==> src/rtl/log_mult_accum_if.sv <==
// Handshake bundle between the log-multiplier accumulator and its driver/consumer.
// master drives commands and products; slave is the accumulator.
interface log_mult_accum_if #(
    parameter int PROD_W = 32,
    parameter int ACC_W  = 40,
    parameter int CNT_W  = 8
);
    logic              start;
    logic [CNT_W-1:0]  len;
    logic              in_valid;
    logic              in_ready;
    logic [PROD_W-1:0] in_prod;
    logic              out_valid;
    logic              out_ready;
    logic [ACC_W-1:0]  out_acc;
    logic              out_ovf;
    logic              busy;

    modport master (
        output start, len, in_valid, in_prod, out_ready,
        input  in_ready, out_valid, out_acc, out_ovf, busy
    );

    modport slave (
        input  start, len, in_valid, in_prod, out_ready,
        output in_ready, out_valid, out_acc, out_ovf, busy
    );
endinterface

==> src/rtl/log_mult_accum.sv <==
// Saturating unsigned accumulator of len multiplier products; result valid 1 cycle after last product.
// in_ready only in ACC; result held in HOLD until out_ready, start ignored outside IDLE.
module log_mult_accum #(
    parameter int PROD_W = 32,
    parameter int ACC_W  = 40,
    parameter int CNT_W  = 8
) (
    input  logic               clk,
    input  logic               rst,
    log_mult_accum_if.slave    bus
);
    typedef enum logic [1:0] {
        S_IDLE = 2'd0,
        S_ACC  = 2'd1,
        S_HOLD = 2'd2
    } state_t;

    state_t            r_state;
    logic [ACC_W-1:0]  r_acc;
    logic [CNT_W-1:0]  r_rem;
    logic              r_ovf;
    logic              r_out_valid;

    logic [ACC_W:0]    w_sum;
    logic              w_xfer;

    // One extra bit catches the carry that signals saturation.
    assign w_sum  = {1'b0, r_acc} + {{(ACC_W + 1 - PROD_W){1'b0}}, bus.in_prod};
    assign w_xfer = bus.in_valid && (r_state == S_ACC);

    always_ff @(posedge clk or posedge rst) begin
        if (rst) begin
            r_state     <= S_IDLE;
            r_acc       <= '0;
            r_rem       <= '0;
            r_ovf       <= 1'b0;
            r_out_valid <= 1'b0;
        end else begin
            case (r_state)
                S_IDLE: begin
                    if (bus.start) begin
                        r_acc <= '0;
                        r_ovf <= 1'b0;
                        if (bus.len != '0) begin
                            r_rem   <= bus.len;
                            r_state <= S_ACC;
                        end else begin
                            r_state     <= S_HOLD;
                            r_out_valid <= 1'b1;
                        end
                    end
                end
                S_ACC: begin
                    if (w_xfer) begin
                        if (w_sum[ACC_W]) begin
                            r_acc <= '1;
                            r_ovf <= 1'b1;
                        end else begin
                            r_acc <= w_sum[ACC_W-1:0];
                        end
                        r_rem <= r_rem - 1'b1;
                        if (r_rem == CNT_W'(1)) begin
                            r_state     <= S_HOLD;
                            r_out_valid <= 1'b1;
                        end
                    end
                end
                S_HOLD: begin
                    if (bus.out_ready) begin
                        r_state     <= S_IDLE;
                        r_out_valid <= 1'b0;
                    end
                end
                default: begin
                    r_state     <= S_IDLE;
                    r_out_valid <= 1'b0;
                end
            endcase
        end
    end

    assign bus.in_ready  = (r_state == S_ACC);
    assign bus.busy      = (r_state != S_IDLE);
    assign bus.out_valid = r_out_valid;
    assign bus.out_acc   = r_acc;
    assign bus.out_ovf   = r_ovf;
endmodule
==> src/flat_wrapper.sv <==
// flat-port wrapper written by rule: the top's interface ports become plain ports
module log_mult_accum_flat 
#(
    parameter int PROD_W = 32,
    parameter int ACC_W  = 40,
    parameter int CNT_W  = 8
)
  (clk, rst, bus_start, bus_len, bus_in_valid, bus_in_prod, bus_out_ready, bus_in_ready, bus_out_valid, bus_out_acc, bus_out_ovf, bus_busy);
  log_mult_accum_if #(.PROD_W(PROD_W), .ACC_W(ACC_W), .CNT_W(CNT_W)) bus_i ();
  input  logic clk;
  input  logic rst;
  input wire logic [$bits(bus_i.start)-1:0] bus_start;
  input wire logic [$bits(bus_i.len)-1:0] bus_len;
  input wire logic [$bits(bus_i.in_valid)-1:0] bus_in_valid;
  input wire logic [$bits(bus_i.in_prod)-1:0] bus_in_prod;
  input wire logic [$bits(bus_i.out_ready)-1:0] bus_out_ready;
  output wire logic [$bits(bus_i.in_ready)-1:0] bus_in_ready;
  output wire logic [$bits(bus_i.out_valid)-1:0] bus_out_valid;
  output wire logic [$bits(bus_i.out_acc)-1:0] bus_out_acc;
  output wire logic [$bits(bus_i.out_ovf)-1:0] bus_out_ovf;
  output wire logic [$bits(bus_i.busy)-1:0] bus_busy;
  assign bus_i.start = bus_start;
  assign bus_i.len = bus_len;
  assign bus_i.in_valid = bus_in_valid;
  assign bus_i.in_prod = bus_in_prod;
  assign bus_i.out_ready = bus_out_ready;
  assign bus_in_ready = bus_i.in_ready;
  assign bus_out_valid = bus_i.out_valid;
  assign bus_out_acc = bus_i.out_acc;
  assign bus_out_ovf = bus_i.out_ovf;
  assign bus_busy = bus_i.busy;
  log_mult_accum #(.PROD_W(PROD_W), .ACC_W(ACC_W), .CNT_W(CNT_W)) u_core (.clk(clk), .rst(rst), .bus(bus_i));
endmodule
==> config.mk <==
export PLATFORM = sky130hd
export DESIGN_NAME = log_mult_accum_flat
export DESIGN_NICKNAME = d
export VERILOG_FILES = /design/src/rtl/log_mult_accum_if.sv /design/src/rtl/log_mult_accum.sv /design/src/flat_wrapper.sv
export SDC_FILE = /design/constraint.sdc
export NUM_CORES = 1
export LEC_CHECK = 0
export CORE_ASPECT_RATIO = 2
export CORE_UTILIZATION = 48
export CTS_BUF_LIST = sky130_fd_sc_hd__clkbuf_4 sky130_fd_sc_hd__clkbuf_8
export DETAILED_ROUTE_END_ITERATION = 7
export PLACE_DENSITY = 0.77
export SLEW_MARGIN = 20
export SYNTH_ARGS = -nofsm -noshare
export SYNTH_HDL_FRONTEND = slang
export SYNTH_SLANG_ARGS = --single-unit
export TNS_END_PERCENT = 1
==> constraint.sdc <==
create_clock -name clk -period 2.5 [get_ports clk]
set_clock_uncertainty 0.05 [all_clocks]
set_input_delay 0.375 -clock clk [delete_from_list [all_inputs] [get_ports clk]]
set_output_delay 0.375 -clock clk [all_outputs]
set_load 0.02 [all_outputs]
-- Yosys cells after proc, flatten, opt, wreduce, memory -nomap -nowiden
Index checks and enable logic that the tools add are counted.
- register bits: 52
- input port bits: 45
- output and inout bits: 44
- logic and storage cells: 51
- $add $sub $neg: 2
- equal/unequal tests: 10
- muxes and demuxes: 24
- reductions and logical operators: 10
- operator list (kind ; count):
    2-to-1 mux 40 bit ; 3
    case mux 40 bit (2 select lines) ; 1
    adder 40 x 32 -> 41 bit ; 1
    2-to-1 mux 8 bit ; 3
    case mux 8 bit (2 select lines) ; 1
    AND reduction 4 bit ; 3
    2-to-1 mux 2 bit ; 5
    == test 8 x 1 -> 1 bit (second input constant) ; 1
    2-to-1 mux 1 bit ; 8
    != test 2 x 1 -> 1 bit (second input constant) ; 4
    nonzero test 8 bit ; 1
    subtractor 8 x 1 -> 8 bit (second input constant) ; 1
    != test 2 bit (second input constant) ; 3
    case mux 2 bit (3 select lines) ; 1
    AND reduction 5 bit ; 1
    nonzero test 2 bit ; 2
    case mux 1 bit (3 select lines) ; 1
    AND reduction 3 bit ; 1
    == test 2 x 1 -> 1 bit (second input constant) ; 1
    == test 2 bit (second input constant) ; 1
    logical NOT 2 bit ; 1
    case mux 1 bit (2 select lines) ; 1
    logical AND 1 bit ; 1

-- Logic depth before layout (Yosys ltp)
Gate-level depths: netlist of run 1.
- word-level depth: 4
- gate-level depth with buffers: 11
- depth with buffers taken out: 10

-- Least setup slack after synthesis of run 1
OpenSTA, ideal clock, no wires.
- kind: flip-flop to flip-flop
- start point: reg u_core.r_acc[0] (netlist: u_core.bus.out_acc[0])
- end point: reg u_core.r_acc[35] (netlist: u_core.bus.out_acc[35])
- setup time: 87 ps
- arrival time: 2692 ps
- required time: 2363 ps
- path slack: -329 ps
- cell stages (with the launch flop): 12
- path buffers: 1
- clock period less this slack: 2829 ps
- path through: dfrtp_1 > ha_1 > fa_1 > a21oi_2 > o31a_1 > o21a_1 > o311ai_4 > nand3_4 > a211o_1 > buf_6 > nor4b_4 > a211oi_2
- longest elaborated chain between the ends: 4
- ends and longest elaborated chain (item ; RTL line ; source):
    start: declaration ; log_mult_accum.sv:19 ; logic [ACC_W-1:0] r_acc;
    start signal: assignment ; log_mult_accum.sv:59 ; r_acc <= w_sum[ACC_W-1:0];
    adder 40 x 32 -> 41 bit ; log_mult_accum.sv:28 ; assign w_sum = {1'b0, r_acc} + {{(ACC_W + 1 - PROD_W){1'b0}}, bus.in_prod};
    2-to-1 mux 40 bit ; log_mult_accum.sv:55 ; if (w_sum[ACC_W]) begin
    2-to-1 mux 40 bit ; log_mult_accum.sv:54 ; if (w_xfer) begin
    case mux 40 bit (2 select lines) ; log_mult_accum.sv:39 ; case (r_state)
Every way passes these cells. The select of a mux whose other input is x is not followed.
A chain may end at the register's enable or synchronous reset.

-- Worst setup path after layout of run 1
- start point: in bus_in_prod[6]
- end point: reg u_core.r_acc[31] (netlist: u_core.bus.out_acc[31])
- longest elaborated chain between the ends: 4
- ends and longest elaborated chain (item ; RTL line ; source):
    start: declaration ; flat_wrapper.sv:15 ; input wire logic [$bits(bus_i.in_prod)-1:0] bus_in_prod;
    adder 40 x 32 -> 41 bit ; log_mult_accum.sv:28 ;
    2-to-1 mux 40 bit ; log_mult_accum.sv:55 ;
    2-to-1 mux 40 bit ; log_mult_accum.sv:54 ;
    case mux 40 bit (2 select lines) ; log_mult_accum.sv:39 ;
Every way passes these cells. The select of a mux whose other input is x is not followed.

==> impl_results.md, run 1 <==
- Total grt overflow: 0
- Max-cap violations: 0
- Rel. slew slack: a little over half
- CP max stage delay: between 0.5 and 0.6 ns
- Synthesized Nets: 584
- Post-synthesis sequential area ratio: 30.9%
- Crit. End Element: register
- ANT cells: 0
- CP max FO: 4
- Post-CTS Hold Fix Bufs: 0
- Yosys reg bits: 52
- Pin count of the biggest net entering global routing: 34
- GR Util met3: 5.41%
- Mean Syn Cell Area: 8.36 sq um
- Syn Inst Count: 504
- CTS tree: yes
- NetSw: 3.94 mW
- Most common cell in the synthesized netlist: nand2_1
- Worst ir drop on vdd: 0.000843 V
- Initial antenna violation count: 0
- DP Worst Slack: -0.611 ns
- CP delay by family, top: buffers and inverters
- Synthesized cell area: roughly 0.0042 sq mm
- Via density: 6.08
- Seq pwr share: between 10% and 20%
- Synth Flop Type: dfrtp_1
- Post-synth top area share: 30.9%
- Max stage delay cell, worst path: clkdlybuf4s50_1
- Clock network power share: roughly 7.3%
- Placer congestion estimate: 0.978
- Post-layout power: 8.75 mW
- Clock sinks: 52
- Num CTS Buffers: 5
- Detail Route Antenna Nets: 0
- Worst-margin pin slew: 0.714 ns
- Hold WC Path Type: primary input to async pin
- GRT met2 Usage: 59.4%
- Die W: 68.3 um
- Slew Limit Fails: 0
- Worst Path Required: 2.65 ns
- Die height: 135 um
- First-pass GRT wire length: between 20000 and 25000 um
- CP bufs+invs: 3
- Drt first pass iters: 5
- Reg-to-Reg Start: u_core.bus.out_acc[0]$_DFFE_PP0P_
- Combinational share of power: 75.4%
- Gr busiest metal: met2
- Minimum clock period after layout: 2.60 ns
- Synth Warn #: 0
- Met1 global-route usage: about a third
- R2R cell count: 10
- F_max: between 300 and 400 MHz
- Crit start category: primary input
- Layout Nets: around 800
- Final Cycle Share: 104%
- Post-Layout Cell Count: 820
- Lkg Pwr: ~3 nW
- Top post-synthesis cells by count: 63 x nand2_1, 52 x dfrtp_1, 41 x a21oi_1
- Data arrival, critical path: 2.75 ns
- Layout cells sized above 1: 28.7%
- Status: finished with violations
- RSZ-0062 raised after global routing: true
- Switch share: 45.1%
- Detailed Place HPWL: 10700 um
- Setup slack after layout: -0.0954 ns
- Worst-path clk slew: between 0.1 and 0.15 ns
- Core Rows: between 40 and 50
- Layout area overhead: 58.3%
- Async SR Flop Fraction: 100%
- P_int: 4.80 mW
- # IOs: 89
- CTS max path bufs: 2
- Routed WL per cell: 17.9 um
- Clk root buf: clkbuf_8
- Drt drc: 0
- Pwr dens: ~1300 mW/mm^2
- Area of the die: 0.00918 sq mm
- Fin. Hold Viols: 0
- Reg2Reg Capture Point: u_core.bus.out_acc[34]$_DFFE_PP0P_
- R2R setup slack: -0.09 ns
- Critical path class: primary input to register
- Worst path cell trace: clkdlybuf4s50_1 -> ha_4 -> a21oi_4 -> o21ai_2 -> a221oi_2 -> buf_4 -> o221ai_4 -> buf_6 -> nor3_2 -> nor2_1 -> xnor2_1 -> o211ai_1
- Starting density of the core: 49.1%
- H-tree depth: 2
- # placed instances: 802
- Core ar.: 0.00859 sq mm
- Clock Latency Late Sink: 0.33 ns
- Via total after detailed routing: 4984
- Area leader, netlist: dfrtp_1
- GRT Total Usage: 33.3%
- IO buf count: 88
- Drt initial violations: between 300 and 400
- Finish-stage setup viols: 38
- Failing checks: setup timing
- EDFF count, synth: 0
- Vias in the first global route: between 5000 and 6000
- Synth cell types: 65
- Routed WL: between 10000 and 15000 um
- Synth top area cells: dfrtp_1 31%, ha_1 10%, nand2_1 5.6%
-- sequential cells by signal (all words and copies together) (netlist names) --
register / flops
u_core.bus.out_ovf: 1
u_core.bus.out_acc: 40
u_core.r_state: 2
u_core.r_rem: 8
u_core.bus.out_valid: 1
-- worst max path at each step --
stage,startpoint,endpoint,cells after the start
after floorplan,u_core.bus.out_acc[0]$_DFFE_PP0P_,u_core.bus.out_acc[35]$_DFFE_PP0P_,11
after global placement,bus_in_prod[0],u_core.bus.out_acc[28]$_DFFE_PP0P_,11
after detailed placement,bus_in_prod[0],u_core.bus.out_acc[14]$_DFFE_PP0P_,11
after CTS,u_core.bus.out_acc[0]$_DFFE_PP0P_,u_core.bus.out_acc[35]$_DFFE_PP0P_,10
after global routing,u_core.bus.out_acc[0]$_DFFE_PP0P_,u_core.bus.out_acc[34]$_DFFE_PP0P_,10
final,bus_in_prod[6],u_core.bus.out_acc[31]$_DFFE_PP0P_,12
-- logic make-up after synthesis --
logic type	Yosys count	synth area share (%)
adder cells (fa/ha/maj)	35	10.6
buffers and inverters	41	3.95
flip-flops	52	30.9
AO/OA/AOI/OAI	184	29.9
AND/OR/NAND/NOR	165	19.1
XOR/XNOR	27	5.61
-- timing repair --
| item | in CTS | in global routing |
|---|---|---|
| endpoints found under the setup margin | 41 | 41 |
| gates resized for setup | 40 | 17 |
| cloned | 0 | 0 |
| setup buffers | 7 | 3 |
| pin swaps | 24 | 18 |
-- metrics by stage --
step                      util, %  hold WS [ns]  TNS [ns]  instance area (sq um)
after floorplan                 -         0.416     -1.67                   4270
after global placement       72.4         0.439    -20.50                   6210
after detailed placement     72.4         0.455    -22.95                   6210
after CTS                    76.3         0.365     -1.13                   6550
after global routing         77.7         0.381     -7.62                   6670
final                        77.7         0.341     -1.66                   6670
-- metal layers --
| layer | part of all wire, % | vias to the layer above | routed length, um |
|---|---|---|---|
| met5 | 0 | - | 0 |
| met4 | 6.6 | 0 | 963 |
| met3 | 4.2 | 80 | 611 |
| met2 | 55 | 210 | 8030 |
| met1 | 34 | 2384 | 5040 |
| li1 | - | 2310 | - |
-- layout make-up --
class / instances / area, sq um
clock buffers: 6 / 76.3
clock inverters: 2 / 38.8
fillers: 600 / 1920
inverters: 16 / 60.1
multi-input cells: 411 / 3060
flip-flops and latches: 52 / 1310
well taps: 100 / 125
repair buffers: 233 / 2000
-- placed cells by master (no fill, tap or decap), drive strengths merged, types with 4 or more instances in the layout --
master	netlist	layout
a31oi	4	4
and2	5	5
nand4	10	10
o211ai	20	20
o21ai	33	33
nor2	34	34
a211o	4	4
dlygate4sd2	0	8
ha	34	34
nor3	10	10
nand3	15	15
and3	4	4
a21o	17	17
clkbuf	20	6
o21bai	8	8
a22oi	14	14
inv	16	17
buf	5	145
xnor2	9	9
nor4	7	7
xor2	18	18
a211oi	5	5
clkdlybuf4s50	0	79
o21a	7	7
nand2	63	63
a21oi	43	43
dfrtp	52	52
-- power by group through the flow --
stage / logic (mW) / registers, mW / clock network, mW
after detailed placement: 5.96 / 1.49 / 0
after floorplan: 2.91 / 1.79 / 0
after CTS: 6.32 / 1.50 / 0.648
after global routing: 7.09 / 1.56 / 0.685
after global placement: 5.81 / 1.47 / 0
final: 6.59 / 1.52 / 0.639
-- worst register-to-register path: stages (launching register included) --
cell and delay, ns:
dfrtp_2 0.39, ha_4 0.14, fa_2 0.21, a21oi_2 0.06
o31a_1 0.29, o21a_1 0.24, o311ai_4 0.34, nand3_4 0.13
a21oi_2 0.27, nand3_1 0.12, a32o_1 0.26
(Power assumes the default switching activity.)
==> run 2, diff against run 1 <==
--- a/config.mk
+++ b/config.mk
@@ -10,6 +10,7 @@
 export CTS_BUF_LIST = sky130_fd_sc_hd__clkbuf_4 sky130_fd_sc_hd__clkbuf_8
 export DETAILED_ROUTE_END_ITERATION = 7
 export PLACE_DENSITY = 0.77
+export SETUP_SLACK_MARGIN = 0.15
 export SLEW_MARGIN = 20
 export SYNTH_ARGS = -nofsm -noshare
 export SYNTH_HDL_FRONTEND = slang
==> run 2 against run 1 <==
  * The run still ends with setup timing left
  * Hold slack better by 0.0050 ns
  * Sequential power barely moved
  * Clock-buffer cell count unchanged
  * Total power about the same
  * Setup slack lost 0.056 ns
  * Non-clock buffer count unchanged
  * Combinational power hardly changed
  * First-iteration DRC count is 14% higher
  * Utilization decreased by 0.34 points
  * Die area did not move
  * Final cell count unchanged
  * Highest routed layer unchanged
==> impl_results.md, run 2 (synthesis gave the netlist of run 1 again) <==
- Seq pwr share: between 15 and 20%
- Detailed Place HPWL: 10700 um
- Post-CTS Hold Fix Bufs: 0
- Drt drc: 0
- Setup slack after layout: -0.151 ns
- Routed WL per cell: 18.0 um
- Worst ir drop on vdd: 0.000797 V
- Via total after detailed routing: 5028
- CTS tree: yes
- Critical path class: primary input to register
- CP delay by family, top: buffers and inverters
- Drt first pass iters: 6
- Rel. slew slack: 52.1%
- DP Worst Slack: -0.611 ns
- Gr busiest metal: met2
- Num CTS Buffers: 5
- Pin count of the biggest net entering global routing: 34
- Clock Latency Late Sink: around 0.33 ns
- Switch share: 45.1%
- Finish-stage setup viols: 41
- Routed WL: approximately 15000 um
- CP bufs+invs: 6
- ANT cells: 0
- Worst path cell trace: clkdlybuf4s50_1 -> ha_4 -> buf_4 -> nand2_2 -> nor2_2 -> buf_4 -> a221oi_2 -> buf_4 -> buf_12 -> o21ai_4 -> a211o_1 -> nand2_2 -> buf_6 -> or4_1 -> nand3_1
- Worst-path clk slew: 0.11 ns
- Via density: 6.13
- Clock sinks: 52
- Pwr dens: between 1000 and 1500 mW/mm^2
- Starting density of the core: between 40% and 50%
- Max stage delay cell, worst path: clkdlybuf4s50_1
- Core ar.: 0.00859 sq mm
- CTS max path bufs: 2
- Core Rows: 48
- Register area: 0.00131 sq mm
- F_max: between 300 and 400 MHz
- Detail Route Antenna Nets: 0
- Data arrival, critical path: 2.87 ns
- Failing checks: setup timing
- Crit start category: primary input
- Area of the die: 0.00918 sq mm
- Crit. End Element: register
- Count of filler cells inserted in the layout: roughly 600
- P_int: 4.80 mW
- Layout Nets: 799
- Die W: 68.3 um
- H-tree depth: 2
- GRT Total Usage: 33.5%
- # placed instances: 802
- Final Cycle Share: 106%
- IO buf count: 88
- Minimum clock period after layout: 2.65 ns
- Combinational share of power: 75.4%
- Multi-input logic area: 0.00302 sq mm
- Lkg Pwr: 3.04 nW
- Met1 global-route usage: approximately a third
- Layout cells sized above 1: between 20 and 30%
- NetSw: around 3.9 mW
- Drt initial violations: 378
- Most frequent CP cell: buf_4
- Clk root buf: clkbuf_8
- Vias in the first global route: 5146
- Layout area overhead: 57.6%
- Die height: around 130 um
- Total grt overflow: 0
- Status: finished with violations
- Slew Limit Fails: 0
- CP max FO: 6
- Placer congestion estimate: 0.978
- Initial antenna violation count: 0
- Max-cap violations: 0
- Commonest cells after routing, fill and taps aside: 138 x buf_4, 80 x clkdlybuf4s50_1, 61 x nand2_1, 49 x dfrtp_1, 36 x a21oi_1
- Worst-margin pin slew: 0.713 ns
- Most common cell after layout, fill and taps aside: buf_4
- CP max stage delay: 0.44 ns
- First-pass GRT wire length: 23500 um
- Fin. Hold Viols: 0
- Hold WC Path Type: primary input to async pin
- Clock network power share: 7.3%
- RSZ-0062 raised after global routing: true
- Worst Path Required: 2.72 ns
- Largest register FFs: 40
- GR Util met3: 4.98%
- # IOs: 89
- Post-Layout Cell Count: 820
- GRT met2 Usage: 60.5%
## run 2: per-stage QoR
step                      area, sq um  power [mW]  hold WS, ns  util [%]  setup TNS, ns
after floorplan                  4270        4.70        0.416         -          -1.67
after global placement           6210        7.28        0.439      72.4         -20.50
after detailed placement         6210        7.45        0.455      72.4         -22.95
after CTS                        6560        8.48        0.365      76.4          -1.10
after global routing             6640        9.32        0.381      77.3          -8.19
final                            6640        8.75        0.346      77.3          -2.14
## run 2: final cells by class
cell class | instances | area share, %
inverter | 16 | 0.904
timing repair buffer | 233 | 30.4
multi-input combinational | 411 | 45.5
clock inverter | 2 | 0.584
tap | 100 | 1.88
sequential | 52 | 19.7
clock buffer | 6 | 1.15
## run 2: final timing paths
check | end | start | slack [ns] | cells past startpoint
worst max-delay path | u_core.bus.out_acc[37]$_DFFE_PP0P_ | bus_in_prod[10] | -0.15 | 15
worst min-delay path | u_core.bus.out_acc[7]$_DFFE_PP0P_ | rst | 0.35 | 2
worst max register to register | u_core.bus.out_acc[34]$_DFFE_PP0P_ | u_core.bus.out_acc[0]$_DFFE_PP0P_ | -0.09 | 10
worst min register to register | u_core.bus.out_valid$_DFFE_PP0P_ | u_core.bus.out_valid$_DFFE_PP0P_ | 0.47 | 2
max in group asynchronous | u_core.r_state[1]$_DFFE_PP0P_ | rst | 1.47 | 3
min in group clk | u_core.bus.out_valid$_DFFE_PP0P_ | u_core.bus.out_valid$_DFFE_PP0P_ | 0.47 | 2
## run 2: what timing repair did
action	CTS	global route
gates cloned	0	0
endpoints found under the setup margin	41	41
gates resized for setup	43	10
buffers inserted	7	3
pin swaps	25	16
## run 2: power groups by stage
stage / combinational [mW] / sequential (mW) / clock [mW]
floorplan: 2.91 / 1.79 / 0
global placement: 5.81 / 1.47 / 0
detailed placement: 5.96 / 1.49 / 0
CTS: 6.33 / 1.50 / 0.648
global route: 7.08 / 1.56 / 0.687
finish: 6.60 / 1.51 / 0.638
## run 2: metal layers
layer / wire length (um) / share of wire, % / vias up
met5: 0 / 0 / -
met4: 962 / 6.5 / 0
met3: 642 / 4.4 / 88
met2: 8040 / 55 / 221
met1: 5090 / 35 / 2409
li1: - / - / 2310
